==> src/rtl/slinky_pkg.sv <==
// Shared constants for the slinky RAM card controller: register offsets,
// pointer step modes and the 7M state sequence within one Apple cycle.
package slinky_pkg;

    localparam logic [3:0] REG_ADDRL = 4'h0;
    localparam logic [3:0] REG_ADDRM = 4'h1;
    localparam logic [3:0] REG_ADDRH = 4'h2;
    localparam logic [3:0] REG_DATA  = 4'h3;
    localparam logic [3:0] REG_CTRL  = 4'h4;
    localparam logic [3:0] REG_BANK  = 4'hF;

    typedef enum logic [1:0] {
        STEP_INC  = 2'b00,
        STEP_DEC  = 2'b01,
        STEP_HOLD = 2'b10
    } step_e;

    typedef enum logic [2:0] {
        S_IDLE = 3'd0,
        S_1    = 3'd1,
        S_2    = 3'd2,
        S_3    = 3'd3,
        S_4    = 3'd4,
        S_5    = 3'd5,
        S_6    = 3'd6,
        S_7    = 3'd7
    } state_e;

endpackage

==> src/rtl/slinky_refresh.sv <==
// CAS-before-RAS refresh scheduler: one refresh every REF_PERIOD Apple cycles,
// confined to S1..S3 so it never meets a 6502 access in S4..S6.
module slinky_refresh
    import slinky_pkg::*;
#(
    parameter int REF_PERIOD = 13
) (
    input  logic   clk_i,
    input  logic   rst_ni,
    input  state_e s_i,
    output logic   ref_cas_en_o,
    output logic   ref_ras_en_o
);

    logic [3:0] ref_q;
    logic [3:0] ref_d;

    // Refresh counter advances once per Apple cycle, at the end of S3.
    always_comb begin
        ref_d = ref_q;
        if (s_i == S_3) begin
            if (ref_q == 4'(REF_PERIOD - 1)) begin
                ref_d = 4'd0;
            end else begin
                ref_d = ref_q + 4'd1;
            end
        end else begin
            ref_d = ref_q;
        end
    end

    // Refresh counter register.
    always_ff @(posedge clk_i or negedge rst_ni) begin
        if (!rst_ni) begin
            ref_q <= 4'd0;
        end else begin
            ref_q <= ref_d;
        end
    end

    assign ref_cas_en_o = (s_i == S_1) && (ref_q == 4'd0);
    assign ref_ras_en_o = (s_i == S_2) && (ref_q == 4'd0);

endmodule

==> src/rtl/slinky_dram_ctl.sv <==
// Apple II slinky RAM card controller: auto-stepping pointer, ROM bank
// register and DRAM RAS/CAS sequencing, all timed from the 7M clock.
module slinky_dram_ctl
    import slinky_pkg::*;
#(
    parameter int ADDR_W     = 24,
    parameter int COL_W      = 11,
    parameter int NBANK      = 2,
    parameter int REF_PERIOD = 13
) (
    input  logic             C7M,
    input  logic             nRES,
    input  logic             PHI1,
    input  logic             nDEVSEL,
    input  logic             nIOSEL,
    input  logic             nIOSTRB,
    input  logic [3:0]       A,
    input  logic             nWE,
    input  logic [7:0]       Din,
    output logic [7:0]       Dout,
    output logic             DOE,
    output logic [COL_W-1:0] RA,
    output logic             nRAS,
    output logic [NBANK-1:0] nCAS,
    output logic [7:0]       Bank,
    output logic             REGEN
);

    localparam int BANK_W = (NBANK > 1) ? $clog2(NBANK) : 1;

    logic              phi1_q, phi0seen_q, regen_q, ramsel_q;
    logic              regen_d, ramsel_d;
    state_e            s_q, s_d;
    logic [ADDR_W-1:0] addr_q, addr_d;
    logic [7:0]        bank_q, bank_d;
    logic [1:0]        step_q, step_d;
    logic              nras_q, nras_d, asel_q, asel_d;
    logic [NBANK-1:0]  ncas_q, ncas_d;
    logic [23:0]       addr_ext_s, addr_wr_s;
    logic [BANK_W-1:0] bank_sel_s;
    logic              ramsel_s, reg_wr_s, ref_cas_en_s, ref_ras_en_s;
    logic              unused_strb_s;

    assign unused_strb_s = nIOSTRB;

    slinky_refresh #(.REF_PERIOD(REF_PERIOD)) u_refresh (
        .clk_i        (C7M),
        .rst_ni       (nRES),
        .s_i          (s_q),
        .ref_cas_en_o (ref_cas_en_s),
        .ref_ras_en_o (ref_ras_en_s)
    );

    assign ramsel_s = !nDEVSEL && regen_q && (A == REG_DATA);
    assign reg_wr_s = !nWE && !nDEVSEL && regen_q;

    // Pointer padded to 24 bits with ones so AddrH reads back unused bits as 1.
    always_comb begin
        addr_ext_s               = 24'hFF_FFFF;
        addr_ext_s[ADDR_W-1:0]   = addr_q;
        addr_wr_s                = addr_ext_s;
        bank_sel_s               = '0;
        case (A)
            REG_ADDRL: addr_wr_s[7:0]   = Din;
            REG_ADDRM: addr_wr_s[15:8]  = Din;
            REG_ADDRH: addr_wr_s[23:16] = Din;
            default:   addr_wr_s        = addr_ext_s;
        endcase
        if (NBANK > 1) begin
            bank_sel_s = addr_ext_s[2*COL_W +: BANK_W];
        end else begin
            bank_sel_s = '0;
        end
    end

    // Apple-cycle sequencer: a PHI1 rising edge restarts at S1, S7 saturates.
    always_comb begin
        s_d = s_q;
        if (PHI1 && !phi1_q && phi0seen_q) begin
            s_d = S_1;
        end else if (s_q == S_IDLE || s_q == S_7) begin
            s_d = s_q;
        end else begin
            s_d = state_e'(s_q + 3'd1);
        end
    end

    // Register file, pointer stepping and data-window capture.
    always_comb begin
        addr_d   = addr_q;
        bank_d   = bank_q;
        step_d   = step_q;
        ramsel_d = ramsel_q;
        regen_d  = regen_q;
        if (s_q == S_4 && !nIOSEL) begin
            regen_d = 1'b1;
        end else begin
            regen_d = regen_q;
        end
        if (s_q == S_2 && ramsel_q) begin
            case (step_q)
                STEP_INC: addr_d = addr_q + ADDR_W'(1);
                STEP_DEC: addr_d = addr_q - ADDR_W'(1);
                default:  addr_d = addr_q;
            endcase
            ramsel_d = 1'b0;
        end else if (s_q == S_4) begin
            ramsel_d = ramsel_s;
        end else if (s_q == S_6 && reg_wr_s) begin
            case (A)
                REG_ADDRL, REG_ADDRM, REG_ADDRH: addr_d = addr_wr_s[ADDR_W-1:0];
                REG_CTRL: step_d = Din[1:0];
                REG_BANK: bank_d = Din;
                default:  addr_d = addr_q;
            endcase
        end else begin
            addr_d = addr_q;
        end
    end

    // DRAM strobes: refresh owns S1..S3, the 6502 access owns S4..S6.
    always_comb begin
        nras_d = nras_q;
        ncas_d = ncas_q;
        asel_d = asel_q;
        case (s_q)
            S_1: if (ref_cas_en_s) ncas_d = '0; else ncas_d = ncas_q;
            S_2: begin
                ncas_d = '1;
                if (ref_ras_en_s) nras_d = 1'b0; else nras_d = nras_q;
            end
            S_3: nras_d = 1'b1;
            S_4: begin
                if (ramsel_s) begin
                    nras_d = 1'b0;
                    asel_d = 1'b1;
                end else begin
                    nras_d = nras_q;
                end
            end
            S_5: begin
                if (ramsel_q) begin
                    for (int i = 0; i < NBANK; i++) begin
                        ncas_d[i] = (BANK_W'(i) != bank_sel_s);
                    end
                end else begin
                    ncas_d = ncas_q;
                end
            end
            default: begin
                nras_d = 1'b1;
                ncas_d = '1;
                asel_d = 1'b0;
            end
        endcase
    end

    // State, pointer and strobe registers; reset forces strobes inactive at once.
    always_ff @(posedge C7M or negedge nRES) begin
        if (!nRES) begin
            phi1_q     <= 1'b0;
            phi0seen_q <= 1'b0;
            s_q        <= S_IDLE;
            addr_q     <= '0;
            bank_q     <= 8'h00;
            step_q     <= 2'b00;
            regen_q    <= 1'b0;
            ramsel_q   <= 1'b0;
            nras_q     <= 1'b1;
            ncas_q     <= '1;
            asel_q     <= 1'b0;
        end else begin
            phi1_q     <= PHI1;
            phi0seen_q <= phi0seen_q | !PHI1;
            s_q        <= s_d;
            addr_q     <= addr_d;
            bank_q     <= bank_d;
            step_q     <= step_d;
            regen_q    <= regen_d;
            ramsel_q   <= ramsel_d;
            nras_q     <= nras_d;
            ncas_q     <= ncas_d;
            asel_q     <= asel_d;
        end
    end

    // Register readback mux.
    always_comb begin
        case (A)
            REG_ADDRL: Dout = addr_ext_s[7:0];
            REG_ADDRM: Dout = addr_ext_s[15:8];
            REG_ADDRH: Dout = addr_ext_s[23:16];
            REG_CTRL:  Dout = {6'b000000, step_q};
            REG_BANK:  Dout = bank_q;
            default:   Dout = 8'h00;
        endcase
    end

    assign DOE   = s_q[2] && nWE && !nDEVSEL && regen_q && (A != REG_DATA);
    assign RA    = asel_q ? addr_q[COL_W-1:0] : addr_q[2*COL_W-1:COL_W];
    assign nRAS  = nras_q;
    assign nCAS  = ncas_q;
    assign Bank  = bank_q;
    assign REGEN = regen_q;

endmodule

==> config.mk <==
export PLATFORM = sky130hd
export DESIGN_NAME = slinky_dram_ctl
export DESIGN_NICKNAME = d
export VERILOG_FILES = /design/src/rtl/slinky_pkg.sv /design/src/rtl/slinky_refresh.sv /design/src/rtl/slinky_dram_ctl.sv
export SDC_FILE = /design/constraint.sdc
export NUM_CORES = 1
export LEC_CHECK = 0
export ABC_AREA = 0
export CAP_MARGIN = 20
export CELL_PAD_IN_SITES_DETAIL_PLACEMENT = 1
export CELL_PAD_IN_SITES_GLOBAL_PLACEMENT = 2
export CORE_MARGIN = 4
export CORE_UTILIZATION = 34
export DETAILED_ROUTE_END_ITERATION = 7
export GPL_ROUTABILITY_DRIVEN = 0
export HOLD_SLACK_MARGIN = 0.03
export PLACE_DENSITY = 0.85
export RECOVER_POWER = 100
export SYNTH_ARGS = -nofsm -noshare
export SYNTH_HDL_FRONTEND = slang
export SYNTH_SLANG_ARGS = --single-unit
==> constraint.sdc <==
create_clock -name C7M -period 4.1 [get_ports C7M]
set_clock_uncertainty 0.05 [all_clocks]
set_input_delay 0.615 -clock C7M [delete_from_list [all_inputs] [get_ports C7M]]
set_output_delay 0.615 -clock C7M [all_outputs]
set_load 0.01 [all_outputs]
# Word-level counts from Yosys, hierarchy flattened
# Index checks and enable logic that the tools add are counted.
[totals] in_bits=19 regBits=49
[op_classes] eq_ne=22 bitwise=7 add_sub_neg=4 n_mux=23 n_reduce_logical=43
[ops] operator="$mux W24" count=4
[ops] operator="$pmux W24 S2" count=1
[ops] operator="$pmux W8 S5" count=1
[ops] operator="$add A24 B1 Y24 const B" count=1
[ops] operator="$mux W8" count=3
[ops] operator="$sub A24 B1 Y24 const B" count=1
[ops] operator="$logic_and A1 B1 Y1" count=15
[ops] operator="$reduce_and A5 Y1" count=3
[ops] operator="$eq A3 B3 Y1 const B" count=4
[ops] operator="$reduce_bool A2 Y1" count=6
[ops] operator="$mux W11" count=1
[ops] operator="$ne A2 B2 Y1 const B" count=5
[ops] operator="$eq A4 B2 Y1 const B" count=2
[ops] operator="$eq A4 B4 Y1 const B" count=2
[ops] operator="$logic_not A4 Y1" count=2
[ops] operator="$reduce_and A4 Y1" count=2
[ops] operator="$eq A3 B2 Y1 const B" count=2
[ops] operator="$mux W3" count=2
[ops] operator="$not A1 Y1" count=6
[ops] operator="$pmux W2 S3" count=1
[ops] operator="$reduce_and A3 Y1" count=2
[ops] operator="$logic_not A1 Y1" count=5
[ops] operator="$mux W1" count=5
[ops] operator="$add A4 B1 Y4 const B" count=1
[ops] operator="20 further kinds" count=22

# Depth between registers and ports, before layout
# Gate-level depths: netlist (run 1).
[logic_depth] word_depth=7 mapped_depth=13

# Cells and area by module
# From an unflattened synthesis (run 1), not the netlist that was laid out.
[hier_totals] cells_unflattened=499 hier_area_um2=3976.3
[by_module_without_submodules] module="slinky_dram_ctl" area_per_inst_um2=3721.1 cells_each=476 seq_area_each_um2=1129.8 instances=1
[by_module_without_submodules] module="slinky_refresh" area_per_inst_um2=255.2 cells_each=23 seq_area_each_um2=100.1 instances=1

# Worst setup path after synthesis (run 1)
# Ideal clock, no wire load.
[synth_timing] kind="register to register" from="register step_q[0]" to="register addr_q[18], in the netlist addr_ext_s[18]" setup_time_ns=0.071 t_required_ns=3.979 stages_incl_launch_ff=14 n_path_buf=4 period_less_slack_ns=3.367 arrival_ns=3.247 slack_ns=0.733 cell_sequence="dfrtp_1 -> nand2b_1 -> buf_2 -> buf_2 -> clkbuf_1 -> clkbuf_1 -> xnor2_1 -> ha_1 -> nand4_1 -> a21bo_2 -> a222oi_1 -> mux2i_1 -> or4_1 -> nand4_1"
[synth_via] elab_chain_cells=3
[synth_rtl] item="start: declaration" line_no="slinky_dram_ctl.sv:36" rtl="logic [1:0] step_q, step_d;"
[synth_rtl] item="start signal: assignment" line_no="slinky_dram_ctl.sv:178" rtl="step_q <= step_d;"
[synth_rtl] item="$eq A2 B1 Y1 or $logic_not A2 Y1 (tied branches)" line_no="slinky_dram_ctl.sv:101" rtl="case (step_q)"
[synth_rtl] item="$ne A3 B1 Y1 (no source line) or $pmux W24 S2 (tied branches)"
[synth_rtl] item="$reduce_and A5 Y1 (no source line) or $mux W24 (tied branches)"
[synth_rtl] item="end signal: assignment" line_no="slinky_dram_ctl.sv:176" rtl="addr_q <= addr_d;"
[synth_rtl] item="end: declaration" line_no="slinky_dram_ctl.sv:34" rtl="logic [ADDR_W-1:0] addr_q, addr_d;"
# Several ways; a longest one is shown, not always the timed one.
# A chain may end at the register's enable or synchronous reset.

# Final worst setup path (run 1)
[layout_timing] from="input port A[1]" to="output port Dout[1]"
[layout_via] elab_chain_cells=2
[layout_rtl] item="start: declaration" line_no="slinky_dram_ctl.sv:17" rtl="input logic [3:0] A,"
[layout_rtl] item="$eq A4 B4 Y1 (tied with other cells)" line_no="slinky_dram_ctl.sv:189" rtl="case (A)"
[layout_rtl] item="$pmux W8 S5 *" line_no="slinky_dram_ctl.sv:189"
[layout_rtl] item="end: declaration" line_no="slinky_dram_ctl.sv:20" rtl="output logic [7:0] Dout,"
# Mark *: on every way between the ends. The rest lies on a longest branch, timed or not.

==> flow_metrics.tcl, run 1 <==
set metrics [dict create \
    violations "capacitance limit, slew limit" \
    synth.distinct_cells 72 \
    setup_tns_ns 0 \
    antenna_found_initial 0 \
    cp.arrival_ns 2.85 \
    timing.slew.headroom_pct -27.2 \
    clk_pin_slew_ns 0.07 \
    wl_mm 14.9 \
    ys_ff_latch 49 \
    period_minus_slack_ns 3.52 \
    irDropWorstVdd_mv 0.379 \
    synthCells 499 \
    hold_violations 0 \
    intPower_uw 1550 \
    grt_max_degree 35 \
    clock-sinks 49 \
    grt_pass1_wl_mm 24.3 \
    pwr_density_cell_nw_per_um2 615 \
    p_leak_uw 0.00185 \
    ys.flop_type "dfrtp_1" \
    tightest_slew_ns 1.91 \
    rows 39 \
    synth_nets 526 \
    met2_length_mm 7.09 \
    async_flop_share_pct 100 \
    drv_cap 1 \
    first_iter_violations 353 \
    cts_resized 0 \
    dieArea_sq_um 13900 \
    die_x_um 118 \
    grt_pass1_vias 4407 \
    comb_power_share_pct 45.4 \
    fmax_mhz 284 \
    ant_nets 0 \
    core_area_sq_um 11600 \
    grt_usage_pct 21.6 \
    die_h_um 118 \
    fin_crit_sh_pct 85.8 \
    crit_type "input port to primary output" \
    drc 0 \
    status "complete, but fails checks" \
    r2r-start "step_q[1]" \
    hpwlAfterDp_mm 11.0 \
    nNetsFinal 545 \
    r2r_end "addr_ext_s[18]" \
    num_vias 4226 \
    antenna_cells 0 \
    reg2reg_slack_ns 0.84 \
    clkPwrFrac_pct 15.0 \
    final_cell_mix "dfrtp_1, nand2_1, nor2_1, dlygate4sd3_1, o21ai_0" \
    routedWlPerCell_um 22.6 \
    first_pass_iters 5 \
    cts_buffers 5 \
    cts_root_buf "clkbuf_16" \
    cts_hold_buf 0 \
    m1WireLength_mm 6.55 \
    power_frac_seq_pct 39.6 \
    cts_setup_buffers 0 \
    cts_tree "yes" \
    hp-class "input port to asynchronous set/reset pin" \
    avgSynthCellArea_sq_um 8.22 \
    cp_max_fo 10 \
    yosys_warnings 0 \
    p_sw_share_pct 47.3 \
    required_ns 3.43 \
    htree_levels 2 \
    ios 51 \
    overflow 0 \
    cts_max_path_buffers 2 \
    dr_wl_met3_um 869 \
    drive_above_1_share_pct 10.2 \
    insertion_delay_ns 0.30 \
    ys_seq_area_share_pct 30.0 \
    placed_area_sq_um 4640 \
    io_buffer_count 49 \
    critPathLaunchType "input port" \
    via_per_inst 6.38 \
    maxSlewViolCount 34 \
    switching_power_uw 1390 \
    rsz0062_at_grt "no" \
    syn_area_sq_um 4100 \
    end_kind "primary output" \
    final_area_sq_um 4780 \
    final_common_cell "dfrtp_1" \
    initial_core_util_pct 35.3 \
    rr_worst_depth 9 \
    synthToLayoutAreaGrowth_pct 16.5 \
    setup_viol 0 \
    synth-edff-count 0 \
    routed.top_layer "met4" \
]
## power by group through the flow
| stage | clock, uW | sequential, uW | combinational, uW |
|---|---|---|---|
| 2_1_floorplan | 0 | 809 | 1120 |
| 3_3_place_gp | 0 | 1150 | 1330 |
| 3_5_place_dp | 0 | 1160 | 1380 |
| 4_1_cts | 453 | 1160 | 1390 |
| 5_1_grt | 475 | 1210 | 1480 |
| 6_report | 442 | 1160 | 1340 |
## per-stage QoR
stage          setup WS, ns  hold slack (ns)  cells  util, %  total power (uW)
2_1_floorplan         0.733            0.269    499        -              1920
3_5_place_dp          0.739            0.407    654     40.0              2540
6_report              0.582            0.395    662     41.2              2940
3_3_place_gp          0.756            0.394    654     40.0              2480
5_1_grt               0.471            0.451    662     41.2              3160
4_1_cts               0.719            0.206    662     41.3              3000
## worst max-delay path by stage
stage | startpoint | to | slack, ns
finish | A[1] | Dout[1] | 0.58
global route | A[0] | Dout[2] | 0.47
CTS | A[0] | Dout[0] | 0.72
detailed placement | A[0] | Dout[0] | 0.74
global placement | A[0] | Dout[0] | 0.76
floorplan | step_q[0] | addr_ext_s[18] | 0.73
## cell type report
class	count	area [sq um]
Fill cell	1383	6830
Clock inverter	2	13.8
Clock buffer	6	139
Sequential cell	49	1230
Timing Repair Buffer	59	544
Multi-Input combinational cell	389	2620
Tap cell	143	179
Inverter	14	52.6
## synthesized netlist by cell type, types with 5 or more instances
library cell / number / area, sq um
and3_1: 5 / 31.3
nor3_1: 22 / 110
o21ai_0: 27 / 135
clkbuf_1: 32 / 120
buf_2: 9 / 45.0
dfrtp_1: 46 / 1150
a22oi_1: 6 / 45.0
nor4_1: 9 / 56.3
mux2i_1: 20 / 200
nand2_1: 44 / 165
inv_1: 14 / 52.6
o211ai_1: 5 / 37.5
or3_1: 12 / 75.1
mux2_2: 22 / 248
o22ai_1: 11 / 68.8
o21ba_2: 5 / 50.1
a21oi_1: 15 / 75.1
nand4_1: 10 / 62.6
nand3b_1: 5 / 37.5
o22a_1: 7 / 61.3
ha_1: 8 / 100
nor2_1: 35 / 131
nand3_1: 18 / 90.1
a31oi_1: 9 / 56.3
## registers in the layout (all words and copies together), names as in the netlist
name	flops
s_q	3
REGEN	1
phi1_q	1
nCAS	2
phi0seen_q	1
u_refresh.ref_q	4
asel_q	1
step_q	2
nRAS	1
addr_ext_s	24
ramsel_q	1
Bank	8
## logic make-up (layout without fill, tap and decap cells)
logic type	after synthesis	after routing	share of synthesized area (%)
simple gates	195	195	25.2
flops	49	49	30.0
mux	42	42	10.9
fa+ha+maj	8	8	2.44
xor+xnor	5	5	1.07
compound gates	139	139	24.2
buf+inv	61	81	6.13
## worst max-delay path, cell delays in order
cell and delay, ns:
dlygate4sd3_1 0.66, or3_1 0.58, o21ai_0 0.22, a22o_1 0.16, dlygate4sd3_1 0.61
## routing by layer
layer  vias to the layer above  global-route usage, %
met2                       162                   35.0
met4                         0                   7.99
li1                       1924                      -
met5                         -                      0
met3                        26                   2.88
met1                      2114                   29.4
Power figures use the tool's default switching activity.
==> run 2: changes to the inputs <==
- ABC_AREA: 0 -> 1
- CAP_MARGIN: 20 -> 15
- CORE_UTILIZATION: 34 -> 31
==> flow_metrics.tcl, run 2 <==
set metrics [dict create \
    synth.distinct_cells 43 \
    ys_seq_area_share_pct 26.3 \
    synth_top_area_cell "dfrtp_1" \
    drv_cap 1 \
    r2r-start "s_q[0]" \
    cts_root_buf "clkbuf_16" \
    die_x_um 131 \
    yosys_warnings 0 \
    ios 51 \
    synth-edff-count 0 \
    setup_tns_ns 0 \
    cts_resized 0 \
    setup.worst_path.start "A[2]" \
    critPathLaunchType "input port" \
    largest_reg_flops 24 \
    drive_above_1_share_pct 10.6 \
    cts_setup_buffers 0 \
    r2r_end "addr_ext_s[8]" \
    synthDominantCellAreaShare_pct 24.6 \
    async_flop_share_pct 100 \
    synth_nets 768 \
    stdcell_count 967 \
    irDropWorstVdd_mv 0.294 \
    place_ws_ns 0.504 \
    antenna_found_initial 2 \
    hpwlAfterDp_mm 14.8 \
    avgSynthCellArea_sq_um 6.30 \
    cts_buffers 5 \
    ys_top_cells_by_area "dfrtp_1, nand2_1, inv_1" \
    rsz0062_at_grt "no" \
    first_iter_violations 239 \
    crit_type "input port to primary output" \
    fin_crit_sh_pct 89.1 \
    grt_usage_pct 23.4 \
    fillers 1925 \
    grt_pass1_wl_mm 30.5 \
    grt_pass1_vias 5559 \
    insertion_delay_ns 0.31 \
    htree_levels 2 \
    antenna_cells 0 \
    final_common_cell "nand2_1" \
    synthTopCellsByCount "nand2_1, inv_1, nand3_1" \
    via_per_inst 5.34 \
    violations "capacitance limit, slew limit" \
    hold_violations 0 \
    cp.arrival_ns 2.99 \
    period_minus_slack_ns 3.65 \
    setup_ws_ns 0.445 \
    syn_area_sq_um 4670 \
    wl_mm 19.0 \
    status "complete, but fails checks" \
    overflow 0 \
    grt_max_degree 35 \
    num_vias 5164 \
    pwr_density_cell_nw_per_um2 718 \
    synthToLayoutAreaGrowth_pct 15.6 \
    required_ns 3.43 \
    rows 44 \
    ant_nets 0 \
    final_cell_mix "nand2_1, inv_1, nand3_1, nor2_1, o21ai_0" \
    p_leak_uw 0.00267 \
    cts_tree "yes" \
    io_buffer_count 49 \
    reg2reg_slack_ns 0.55 \
    maxSlewViolCount 35 \
    cts_max_path_buffers 2 \
    dieArea_sq_um 17100 \
    fmax_mhz 274 \
    drc 0 \
    rr_worst_depth 12 \
    ys_ff_latch 49 \
    nNetsFinal 809 \
    core_area_sq_um 14600 \
    routedWlPerCell_um 19.6 \
    synthCells 741 \
    initial_core_util_pct 31.9 \
    cts_hold_buf 0 \
    multi_input_area_sq_um 2900 \
    ys.flop_type "dfrtp_1" \
    tightest_slew_ns 1.96 \
    final-seq-area_sq_um 1230 \
    end_kind "primary output" \
    clock-sinks 49 \
    clk_pin_slew_ns 0.07 \
    yosysMostFrequentCell "nand2_1" \
    dp_cells 959 \
    setup_viol 0 \
    cp_max_fo 8 \
    hold_ws_ns 0.398 \
    die_h_um 131 \
    hp-class "flip-flop to flip-flop" \
    timing.slew.headroom_pct -30.6 \
    first_pass_iters 4 \
    endpoint "Dout[5]" \
]
==> run 2: cell count changes in the layout (fill, tap and decap cells not counted), moves of 14 or more <==
cell     before  now
nand2_1      44  239
inv_1        14   93
nand3_1      18   64
nand2_2       0   32
mux2i_1      20    0
o21ai_0      27   47
nor2_1       35   54
a21oi_1      15   31
nor3_1       22    6
mux2_2       20    6
==> run 2: worst min path at each step <==
| stage | startpoint | to | slack [ns] | cells past startpoint |
|---|---|---|---|---|
| finish | phi0seen_q | phi0seen_q | 0.40 | 2 |
| global route | phi0seen_q | phi0seen_q | 0.45 | 2 |
| CTS | nRES | phi1_q | 0.36 | 1 |
| detailed placement | phi0seen_q | phi0seen_q | 0.39 | 2 |
| global placement | phi0seen_q | phi0seen_q | 0.38 | 2 |
| floorplan | nRES | Bank[0] | 0.27 | 0 |
==> run 2: kinds of logic after synthesis <==
family,after synthesis,share of synthesized area (%)
compound gates,129,17.0
xor+xnor,3,0.563
fa+ha+maj,8,2.14
buf+inv,120,11.3
flops,49,26.3
mux,6,1.45
simple gates,426,41.3
==> run 2: layer usage <==
| metal | wire length [um] | vias to the layer above | track usage [%] |
|---|---|---|---|
| met2 | 8800 | 121 | 38.8 |
| met3 | 929 | 36 | 4.23 |
| met4 | 650 | 4 | 9.07 |
| li1 | - | 2485 | - |
| met5 | 23 | - | 0 |
| met1 | 8570 | 2518 | 30.3 |
==> run 2: stage by stage <==
| step | area, sq um | utilization [%] | power, uW |
|---|---|---|---|
| 3_5_place_dp | 5270 | 36.0 | 3460 |
| 4_1_cts | 5420 | 37.0 | 3940 |
| 2_1_floorplan | 4670 | - | 2570 |
| 6_report | 5400 | 36.9 | 3880 |
| 3_3_place_gp | 5270 | 36.0 | 3390 |
| 5_1_grt | 5400 | 36.9 | 4240 |
==> run 2: worst max-delay path, cell delays in order <==
cell	delay (ns)
clkdlybuf4s50_1	0.46
nor2_1	0.27
inv_1	0.11
nor3_2	0.43
inv_1	0.12
o22ai_1	0.14
a21oi_1	0.08
o21ai_0	0.12
dlygate4sd3_1	0.64
==> run 2: power by group <==
group	leakage (uW)	total [uW]	internal [uW]	switching, uW
sequential	0.000557	916	675	241
combinational	0.00205	2510	788	1720
clock	0.0000631	454	228	226
total	0.00267	3880	1690	2180
==> run 2: area by class of cell <==
| type | count | area share (%) |
|---|---|---|
| clock buffer | 6 | 2.39 |
| multi-input combinational | 572 | 53.8 |
| inverter | 101 | 7.07 |
| tap | 184 | 4.27 |
| timing repair buffer | 53 | 9.46 |
| sequential | 49 | 22.8 |
| clock inverter | 2 | 0.278 |
==> run 3: changes to the inputs <==
- ABC_AREA: 1 -> 0
- CORE_UTILIZATION: 31 -> 30
- PLACE_DENSITY: 0.85 -> 0.77
==> flow_metrics.tcl, run 3 (same netlist as run 1, synthesis figures left out) <==
set metrics [dict create \
    fillers 1574 \
    via_per_inst 6.02 \
    largest_reg_flops 24 \
    cts_setup_buffers 0 \
    hpwlAfterDp_mm 11.3 \
    final_common_cell "dfrtp_1" \
    first_pass_iters 5 \
    placed_area_sq_um 4690 \
    hp-class "flip-flop to flip-flop" \
    setup_viol 0 \
    fin_crit_sh_pct 86.4 \
    rsz0062_at_grt "no" \
    ant_nets 0 \
    maxSlewViolCount 29 \
    clk_pin_slew_ns 0.07 \
    cts_resized 0 \
    antenna_found_initial 0 \
    drc 0 \
    place_ws_ns 0.675 \
    hold_violations 0 \
    cts_max_path_buffers 2 \
    drive_above_1_share_pct 9.81 \
    cts_root_buf "clkbuf_16" \
    num_vias 4187 \
    routedWlPerCell_um 22.4 \
    setup_tns_ns 0 \
    grt_usage_pct 19.8 \
    cp.arrival_ns 2.88 \
    p_leak_uw 0.00186 \
    nNetsFinal 546 \
    die_x_um 125 \
    setup_ws_ns 0.556 \
    status "complete, but fails checks" \
    cp_max_fo 10 \
    io_buffer_count 49 \
    tightest_slew_ns 1.64 \
    period_minus_slack_ns 3.54 \
    core_area_sq_um 13300 \
    final_area_sq_um 4830 \
    irDropWorstVdd_mv 0.318 \
    grt_pass1_wl_mm 24.8 \
    pwr_density_cell_nw_per_um2 623 \
    grt_max_degree 35 \
    first_iter_violations 287 \
    antenna_cells 0 \
    wl_mm 15.6 \
    synthToLayoutAreaGrowth_pct 17.8 \
    initial_core_util_pct 30.9 \
    fmax_mhz 282 \
    insertion_delay_ns 0.31 \
    violations "capacitance limit, slew limit" \
    timing.slew.headroom_pct -9.45 \
    dieArea_sq_um 15600 \
    rows 42 \
    finish.utilization_pct 36.4 \
    cts_hold_buf 0 \
    cts_tree "yes" \
    grt_pass1_vias 4272 \
    critPathLaunchType "input port" \
    crit_type "input port to primary output" \
    die_h_um 125 \
    clock-sinks 49 \
    cts_buffers 5 \
    htree_levels 2 \
    required_ns 3.43 \
    ios 51 \
    overflow 0 \
    drv_cap 1 \
    end_kind "primary output" \
    final_cell_mix "dfrtp_1, nand2_1, nor2_1, dlygate4sd3_1, o21ai_0" \
]
[run 3: worst paths after layout]
| check | startpoint | end | slack (ns) | cells after the start |
|---|---|---|---|---|
| min in group asynchronous | nRES | addr_ext_s[14] | 0.58 | 1 |
| hold reg to reg | phi1_q | s_q[0] | 0.42 | 1 |
| hold / removal | phi1_q | s_q[0] | 0.42 | 1 |
| setup reg to reg | step_q[1] | addr_ext_s[13] | 0.65 | 7 |
| setup / recovery | A[0] | Dout[0] | 0.56 | 7 |
| max in group asynchronous | nRES | s_q[0] | 1.26 | 2 |
[run 3: worst max-delay path, cell delays in order]
cell and delay, ns:
dlygate4sd3_1 0.79, inv_1 0.18, or3_1 0.39, o21ai_0 0.10
nand2_1 0.09, o21ai_0 0.08, dlygate4sd3_1 0.64
[run 3: stage by stage]
step                std cells  power (uW)  hold slack [ns]
finish                    696        3010            0.419
global route              696        3230            0.479
CTS                       696        3070            0.267
detailed placement        688        2560            0.414
global placement          688        2510            0.395
floorplan                 499        1920            0.269
[run 3: layout make-up]
type	instances	area (sq um)	area share, %
tap	176	220	4.55
multi-input combinational	389	2620	54.1
timing repair buffer	60	546	11.3
clock buffer	5	125	2.59
clock inverter	3	43.8	0.906
inverter	14	52.6	1.09
sequential	49	1230	25.4
[run 3: per-layer routing]
layer  up-vias  part of all wire (%)  GRT usage (%)
met5         -                     0              0
met4         0                   1.5           4.85
met3        19                   4.9           3.37
met2       127                    48           32.6
met1      2120                    46           27.1
li1       1921                     -              -
[run 3: where the power goes]
part           internal, uW  switching [uW]
Sequential              667             514
Combinational           640             694
Clock                   290             207
